==> src/rtl/n15_mon_pkg.sv <==
// Shared types and defaults for the N15 end-of-run monitor.
package n15_mon_pkg;

    typedef enum logic [1:0] {
        ST_IDLE = 2'd0,
        ST_RUN  = 2'd1,
        ST_DONE = 2'd2
    } state_t;

    typedef enum logic [1:0] {
        RES_NONE    = 2'b00,
        RES_PASS    = 2'b01,
        RES_FAIL    = 2'b10,
        RES_TIMEOUT = 2'b11
    } result_t;

    localparam logic [31:0] DEFAULT_PASS_SIG = 32'h600D_BAD0;

endpackage

==> src/rtl/n15_sat_counter.sv <==
// Saturating up-counter with synchronous clear; clear wins over increment.
module n15_sat_counter #(
    parameter int unsigned W = 8
) (
    input  logic         clk,
    input  logic         rst,
    input  logic         clr,
    input  logic         inc,
    output logic [W-1:0] count
);

    // NOTE: sequential state is assigned with <= so every flop samples the pre-edge values.
    always_ff @(posedge clk) begin
        if (rst || clr) begin
            count <= '0;
        end else if (inc && (count != '1)) begin
            count <= count + W'(1);
        end
    end

endmodule

==> src/rtl/n15_run_monitor.sv <==
// End-of-run monitor: tracks per-hart halts, retire counts, a hang watchdog
// and a pass/fail signature, reporting a registered result when the run ends.
module n15_run_monitor
    import n15_mon_pkg::*;
#(
    parameter int unsigned      NHARTS    = 1,
    parameter int unsigned      CW        = 32,
    parameter int unsigned      HALT_ALL  = 1,
    parameter int unsigned      WDT_W     = 20,
    parameter logic [WDT_W-1:0] WDT_LIMIT = 20'hF_FFFF,
    parameter logic [31:0]      PASS_SIG  = DEFAULT_PASS_SIG
) (
    input  logic                 clk,
    input  logic                 rst,
    input  logic                 start,
    input  logic [NHARTS-1:0]    retire,
    input  logic [NHARTS-1:0]    halt,
    input  logic                 sig_we,
    input  logic [31:0]          sig_wdata,
    output logic                 running,
    output logic                 done,
    output logic [1:0]           result,
    output logic [CW-1:0]        cycles,
    output logic [NHARTS*CW-1:0] instret,
    output logic [NHARTS-1:0]    halted,
    output logic [31:0]          sig
);

    // Timeout fires in the cycle whose increment would bring the watchdog to the limit.
    localparam logic [WDT_W-1:0] WDT_LAST = WDT_LIMIT - WDT_W'(1);

    state_t            state, state_next;
    result_t           result_q, result_next;
    logic [NHARTS-1:0] halted_q, halted_next, live_retire;
    logic [31:0]       sig_q, sig_final;
    logic [WDT_W-1:0]  wdt;
    logic              in_run, enter_run, any_live, complete, timeout;

    assign in_run      = (state == ST_RUN);
    assign enter_run   = start && !in_run;
    assign live_retire = retire & ~halted_q;
    assign any_live    = |live_retire;
    assign halted_next = halted_q | halt;
    assign complete    = (HALT_ALL != 0) ? &halted_next : |halted_next;
    assign timeout     = !any_live && (wdt == WDT_LAST);
    assign sig_final   = sig_we ? sig_wdata : sig_q;

    // NOTE: every always_comb output gets a default first so no path can infer a latch.
    always_comb begin
        state_next  = state;
        result_next = result_q;
        unique case (state)
            ST_IDLE, ST_DONE: begin
                if (start) begin
                    state_next  = ST_RUN;
                    result_next = RES_NONE;
                end
            end
            ST_RUN: begin
                if (complete || timeout) begin
                    state_next = ST_DONE;
                    if (complete) begin
                        result_next = (sig_final == PASS_SIG) ? RES_PASS : RES_FAIL;
                    end else begin
                        result_next = RES_TIMEOUT;
                    end
                end
            end
            default: state_next = ST_IDLE;
        endcase
    end

    always_ff @(posedge clk) begin
        if (rst) begin
            state    <= ST_IDLE;
            result_q <= RES_NONE;
            halted_q <= '0;
            sig_q    <= '0;
        end else begin
            state    <= state_next;
            result_q <= result_next;
            if (enter_run) begin
                halted_q <= '0;
                sig_q    <= '0;
            end else if (in_run) begin
                halted_q <= halted_next;
                if (sig_we) sig_q <= sig_wdata;
            end
        end
    end

    n15_sat_counter #(.W(CW)) u_cycles (
        .clk   (clk),
        .rst   (rst),
        .clr   (enter_run),
        .inc   (in_run),
        .count (cycles)
    );

    // A halted hart's retires are ignored both for counting and for feeding the watchdog.
    for (genvar i = 0; i < NHARTS; i++) begin : g_instret
        n15_sat_counter #(.W(CW)) u_instret (
            .clk   (clk),
            .rst   (rst),
            .clr   (enter_run),
            .inc   (in_run && live_retire[i]),
            .count (instret[i*CW +: CW])
        );
    end

    n15_sat_counter #(.W(WDT_W)) u_wdt (
        .clk   (clk),
        .rst   (rst),
        .clr   (enter_run || (in_run && any_live)),
        .inc   (in_run),
        .count (wdt)
    );

    assign running = in_run;
    assign done    = (state == ST_DONE);
    assign result  = result_q;
    assign halted  = halted_q;
    assign sig     = sig_q;

endmodule

==> config.mk <==
export PLATFORM = sky130hd
export DESIGN_NAME = n15_run_monitor
export DESIGN_NICKNAME = d
export VERILOG_FILES = /design/src/rtl/n15_mon_pkg.sv /design/src/rtl/n15_sat_counter.sv /design/src/rtl/n15_run_monitor.sv
export SDC_FILE = /design/constraint.sdc
export NUM_CORES = 1
export LEC_CHECK = 0
export CAP_MARGIN = 20
export CORE_MARGIN = 8
export CORE_UTILIZATION = 51
export DETAILED_ROUTE_END_ITERATION = 8
export HOLD_SLACK_MARGIN = 0.15
export PLACE_DENSITY_LB_ADDON = 0.3
export REMOVE_ABC_BUFFERS = 1
export SYNTH_ARGS = -nofsm -noshare
export SYNTH_HDL_FRONTEND = slang
export SYNTH_HIERARCHICAL = 1
export SYNTH_SLANG_ARGS = --single-unit
==> constraint.sdc <==
create_clock -name clk -period 2.6 [get_ports clk]
set_clock_uncertainty 0.1 [all_clocks]
set_input_delay 0.52 -clock clk [delete_from_list [all_inputs] [get_ports clk]]
set_output_delay 0.52 -clock clk [all_outputs]
set_load 0.02 [all_outputs]
After elaboration in Yosys (flattened, before gate mapping)
Cells that the tools add are included.
- memories: 0
- memory bits (read-only): 0
- flip-flop bits (word level): 121
- memory bits (writable): 0
- word-level logic and storage cells: 49
- output and inout bits: 101
- bits in latches: 0
- $mul: 0
- shift operators: 0
- equality and inequality tests: 9
- magnitude comparators: 0
- reduce and logical (&&, ||, !) cells: 18
- mux-type cells: 9
- bitwise gates (word level): 3
- divide/modulo/power cells: 0
- $add $sub $neg: 3
- operators by type and width (kind ; number):
    $add A32 B1 Y32 const B ; 2
    $ne A32 B32 Y1 const B ; 2
    $eq A32 B31 Y1 const B ; 1
    $mux W32 ; 1
    $add A20 B1 Y20 const B ; 1
    $eq A20 B20 Y1 const B ; 1
    $ne A20 B20 Y1 const B ; 1
    $mux W2 ; 6
    $pmux W2 S2 ; 2
    $logic_and A1 B1 Y1 ; 6
    $logic_or A1 B1 Y1 ; 4
    $reduce_or A2 Y1 ; 2
    $reduce_and A3 Y1 ; 1
    $eq A2 B1 Y1 const B ; 1
    $eq A2 B2 Y1 const B ; 1
    $logic_not A1 Y1 ; 2
    $logic_not A2 Y1 ; 1
    $ne A2 B1 Y1 const B ; 1
    $ne A2 B2 Y1 const B ; 1
    $reduce_and A2 Y1 ; 1
    $reduce_bool A2 Y1 ; 1
    $and A1 B1 Y1 ; 1
    $not A1 Y1 ; 1
    $or A1 B1 Y1 ; 1

Depth between registers and ports, before layout
- word-level depth: 7
- depth in mapped cells: 8

Cells and area by module
Netlist, hierarchy kept.
- by module, submodules not included (module ; seq. area each (sq um) ; instances ; cells each ; area each (sq um)):
    n15_sat_counter (g_instret[0].u_instret ...) ; 640.6 ; 2 ; 189 ; 1681.6
    n15_run_monitor ; 740.7 ; 1 ; 210 ; 1656.6
    n15_sat_counter (u_wdt) ; 400.4 ; 1 ; 113 ; 988.4

Worst setup path before layout
Ideal clock, no wire load.
- path kind: reg2reg
- start: reg state[1]
- end: reg u_cycles.count[19]
- stages on the path, launching flop included: 8
- clock period less this slack: 2269 ps
- path buffers: 1
- path slack: 331 ps
- arrival time: 2102 ps
- path through: dfxtp_1 nand2b_1 inv_1 and3_4 o311ai_4 buf_6 or3_2 a21oi_2
- cells in the longest elaborated chain, start to end: 4
- elaborated cells between the ends (all ways): 5
- those cells by class: eq/ne (1); reduce/logical (4)
- RTL lines (what ; line ; RTL):
    from (decl) ; n15_run_monitor.sv:32 ; state_t state, state_next;
    from (signal assigned) ; n15_run_monitor.sv:80 ; state <= state_next;
    $eq A2 B1 Y1 (*) ; n15_run_monitor.sv:39 ; assign in_run = (state == ST_RUN);
    via running ; n15_run_monitor.sv:20 ; output logic running,
    $logic_not A1 Y1 ; n15_run_monitor.sv:40 ; assign enter_run = start && !in_run;
    $logic_and A1 B1 Y1 ; n15_run_monitor.sv:40 ;
    $logic_or A1 B1 Y1 ; n15_sat_counter.sv:14 ; if (rst || clr) begin
    to (signal assigned) ; n15_sat_counter.sv:17 ; count <= count + W'(1);
    to (decl) ; n15_sat_counter.sv:9 ; output logic [W-1:0] count
Mark *: on every way through the listed nets, which the timed path passes. The rest lies on a longest branch.
A chain may end at the register's enable or synchronous reset.

Worst setup path after layout
- start: reg state[1]
- end: out running
- cells in the longest elaborated chain, start to end: 1
- RTL lines (what ; line):
    $eq A2 B1 Y1 ; n15_run_monitor.sv:39
    to (decl) ; n15_run_monitor.sv:20
No other way between the ends.

==> results.md <==
- Outcome: completed
- Drt wl/cell: roughly 17 um
- Avg Synthesized Cell Area: approximately 8.6 um2
- Drt initial violations: 403
- Worst Setup End Kind: primary output
- Unrepaired setup endpoints after global routing: false
- LEAKAGE: ~2.5 nW
- Routed via count: 5978
- Num CTS Buffers: 17
- Worst path slowest cell: clkdlybuf4s50_1
- Largest net degree at the start of global routing: 34
- Final period util: 0.939
- Final Slew Violations: 0
- FF-to-FF setup slack: about 0.25 ns
- Power Density: 570 mW/mm2
- Die ar.: 0.0155 mm2
- Fin area: approximately 0.0081 mm2
- Synthesized instance count: between 700 and 800
- P&R area growth vs syn: 35.3%
- Share of layout cells above drive strength 1: 0.134
- RR Endpoint: g_instret[0].u_instret/count[29]
- GRT Util Overall: 0.214
- Met3 GRT Util: 0.0774
- Final #Nets: between 800 and 900
- Hold Vio Cnt, Final: 0
- Crit path buf inv count: 2
- Starting density of the core: 0.524
- Commonest register cell after synthesis: dfxtp_1
- Dpl cell area: about 0.0075 mm2
- Vias per cell: 5.97
- Post-synth top cells: 121 x dfxtp_1, 102 x nand2_1, 89 x a21oi_1
- Gr busiest metal: met2
- I/O pin count: between 100 and 150
- Antenna diodes: 0
- CTS root buf: clkbuf_16
- Global-route wire length before repair: between 20000 and 30000 um
- GR Overflow Total: 0
- Clock transition at path regs: approximately 0.05 ns
- CP max stage delay: 0.66 ns
- Hold endpoint: result[1]
- Critical path cell sequence: nand2b_1 -> inv_1 -> clkdlybuf4s50_1
- Hold_sp: result[1]
- Top cells by area, synth: dfxtp_1 40%, a21oi_1 7.4%, nand2_1 6.4%
- WP data arrival: 1.82 ns
- Worst-margin pin slew: 0.734 ns
- Clk_lat worst skew: 0.42 ns
- Count of cell types in the netlist: 60
- CP Max Fanout: 5
- Post-route ant nets: 0
- Asr flop ratio synth: 0
- Total Wirelength: 16900 um
- Most frequent cell after synthesis: dfxtp_1
- FILL cells: approximately 900
- Post-synth top area cell: dfxtp_1
- Yosys top cell area share: 0.403
- Crit-path leading delay family: buffers and inverters
- Fin Hold WS: ~0.37 ns
- VDD IR max: slightly above 0.7 mV
- Vert. Die Dim: between 100 and 150 um
- FF-to-FF path depth: 7
- CTS tree: done
- CP Data Required Time: between 1.5 and 2 ns
- Number of global-route vias before repair: about 5.8k
- Critical setup path kind: reg -> out
- Detailed-route DRC error count: 0
- Met2 Use GR: 0.357
- Sink Count: 121
- Clock buffer depth: 2
- Final RePlAce weighted congestion: 0.852
- Fin Setup TNS: 0 ns
- H-tree levels: 4
- Max Cap Viol: 0
- Worst hold path type: reg -> reg
- Hold Crit Depth: 2
- Met1 Track Usage GR: 0.239
- Die width: approximately 120 um
- Core area: 0.0115 mm2
- EDFF count, synth: 0
- Seq cells post-synth: approximately 120
- PortBufs: between 100 and 150
- DRT Pass-1 Iters: 5
- Ys Warns: 6
- Initial antenna violation count: 0
- Post-layout min period: ~2.4 ns
- DP Wirelength: 12100 um
- Worst r2r src: g_instret[0].u_instret/count[0]
- Crit path launch type: flop
- FP Rows: 39
- Seq/Total Area, Yosys: 0.403
- Max Clk Rate: between 400 and 500 MHz
- Mapped cell area: 0.00601 mm2
- Max_slew headroom: 0.511
- Final setup violation count: 0
[worst max path at each step]
stage                      startpoint                          endpoint  slack (ns)  cells after the start
floorplan           u_cycles/count[0]                 u_cycles/count[1]        0.38                      6
global placement               retire  g_instret[0].u_instret/count[29]        0.11                      7
detailed placement             retire  g_instret[0].u_instret/count[29]        0.04                      8
CTS                          state[1]                           running        0.11                      3
global route                 state[1]                           running        0.08                      3
finish                       state[1]                           running        0.16                      3
[cell families after synthesis]
group | share of synthesized area
and+or+nand+nor | 0.302
xor gates and xnor gates | 0.0175
muxes | 0.00521
DFF | 0.403
buffers and inverters | 0.0412
AOI/OAI and AO/OA | 0.225
adders and majority gates | 0.00625
[power breakdown]
group          internal (W)  switching [W]
clock network       0.00166       0.000794
registers           0.00187      0.0000147
logic              0.000126       0.000164
[cells in the final DEF, fill, tap and decap left out, types with 20 or more instances in the layout]
cell type / netlist / final
clkdlybuf4s50_1: 0 / 138
dfxtp_1: 121 / 121
nand2_1: 102 / 102
a21oi_1: 89 / 89
or3_1: 37 / 37
nand4_1: 31 / 31
nand3_1: 30 / 30
o21ai_0: 26 / 26
nor2_1: 24 / 24
o21ai_1: 21 / 21
or4_1: 20 / 20
[tightest hold or removal path: stages, from the launching register on]
cell and delay (ns):
dfxtp_1 0.31, nand2_1 0.05, a21oi_1 0.06
[routing by layer]
| metal | wire (um) | up-vias |
|---|---|---|
| li1 | - | 2901 |
| met1 | 6940 | 2863 |
| met2 | 8490 | 176 |
| met3 | 1010 | 38 |
| met4 | 437 | 0 |
| met5 | 0 | - |
[per-stage QoR]
stage	total power [W]	setup WS, ns	util	instances
2_1_floorplan	0.00205	0.381	-	670
3_3_place_gp	0.00220	0.108	0.652	966
3_5_place_dp	0.00221	0.0371	0.652	966
4_1_cts	0.00468	0.114	0.706	997
5_1_grt	0.00479	0.0763	0.709	1001
6_report	0.00464	0.158	0.709	1001
[flip-flops by register name (all words and copies together) (netlist names)]
signal                     count
state                          2
u_wdt/count                   20
u_cycles/count                32
result                         2
sig                           32
g_instret.u_instret/count     32
halted                         1
[area by class of cell]
class | instances | area (um2) | share of cell area
sequential | 121 | 2420 | 0.298
timing repair buffer | 157 | 1520 | 0.187
multi-input combinational | 536 | 3340 | 0.411
tap | 143 | 179 | 0.0220
inverter | 13 | 48.8 | 0.00600
clock inverter | 9 | 145 | 0.0178
clock buffer | 22 | 474 | 0.0583
[timing repair]
| item | CTS | global route |
|---|---|---|
| hold buffers | 0 | 0 |
| setup buffers | 0 | 4 |
| setup endpoints to repair | 0 | 2 |
| gates resized for setup | 0 | 0 |
Power figures use the tool's default switching activity.
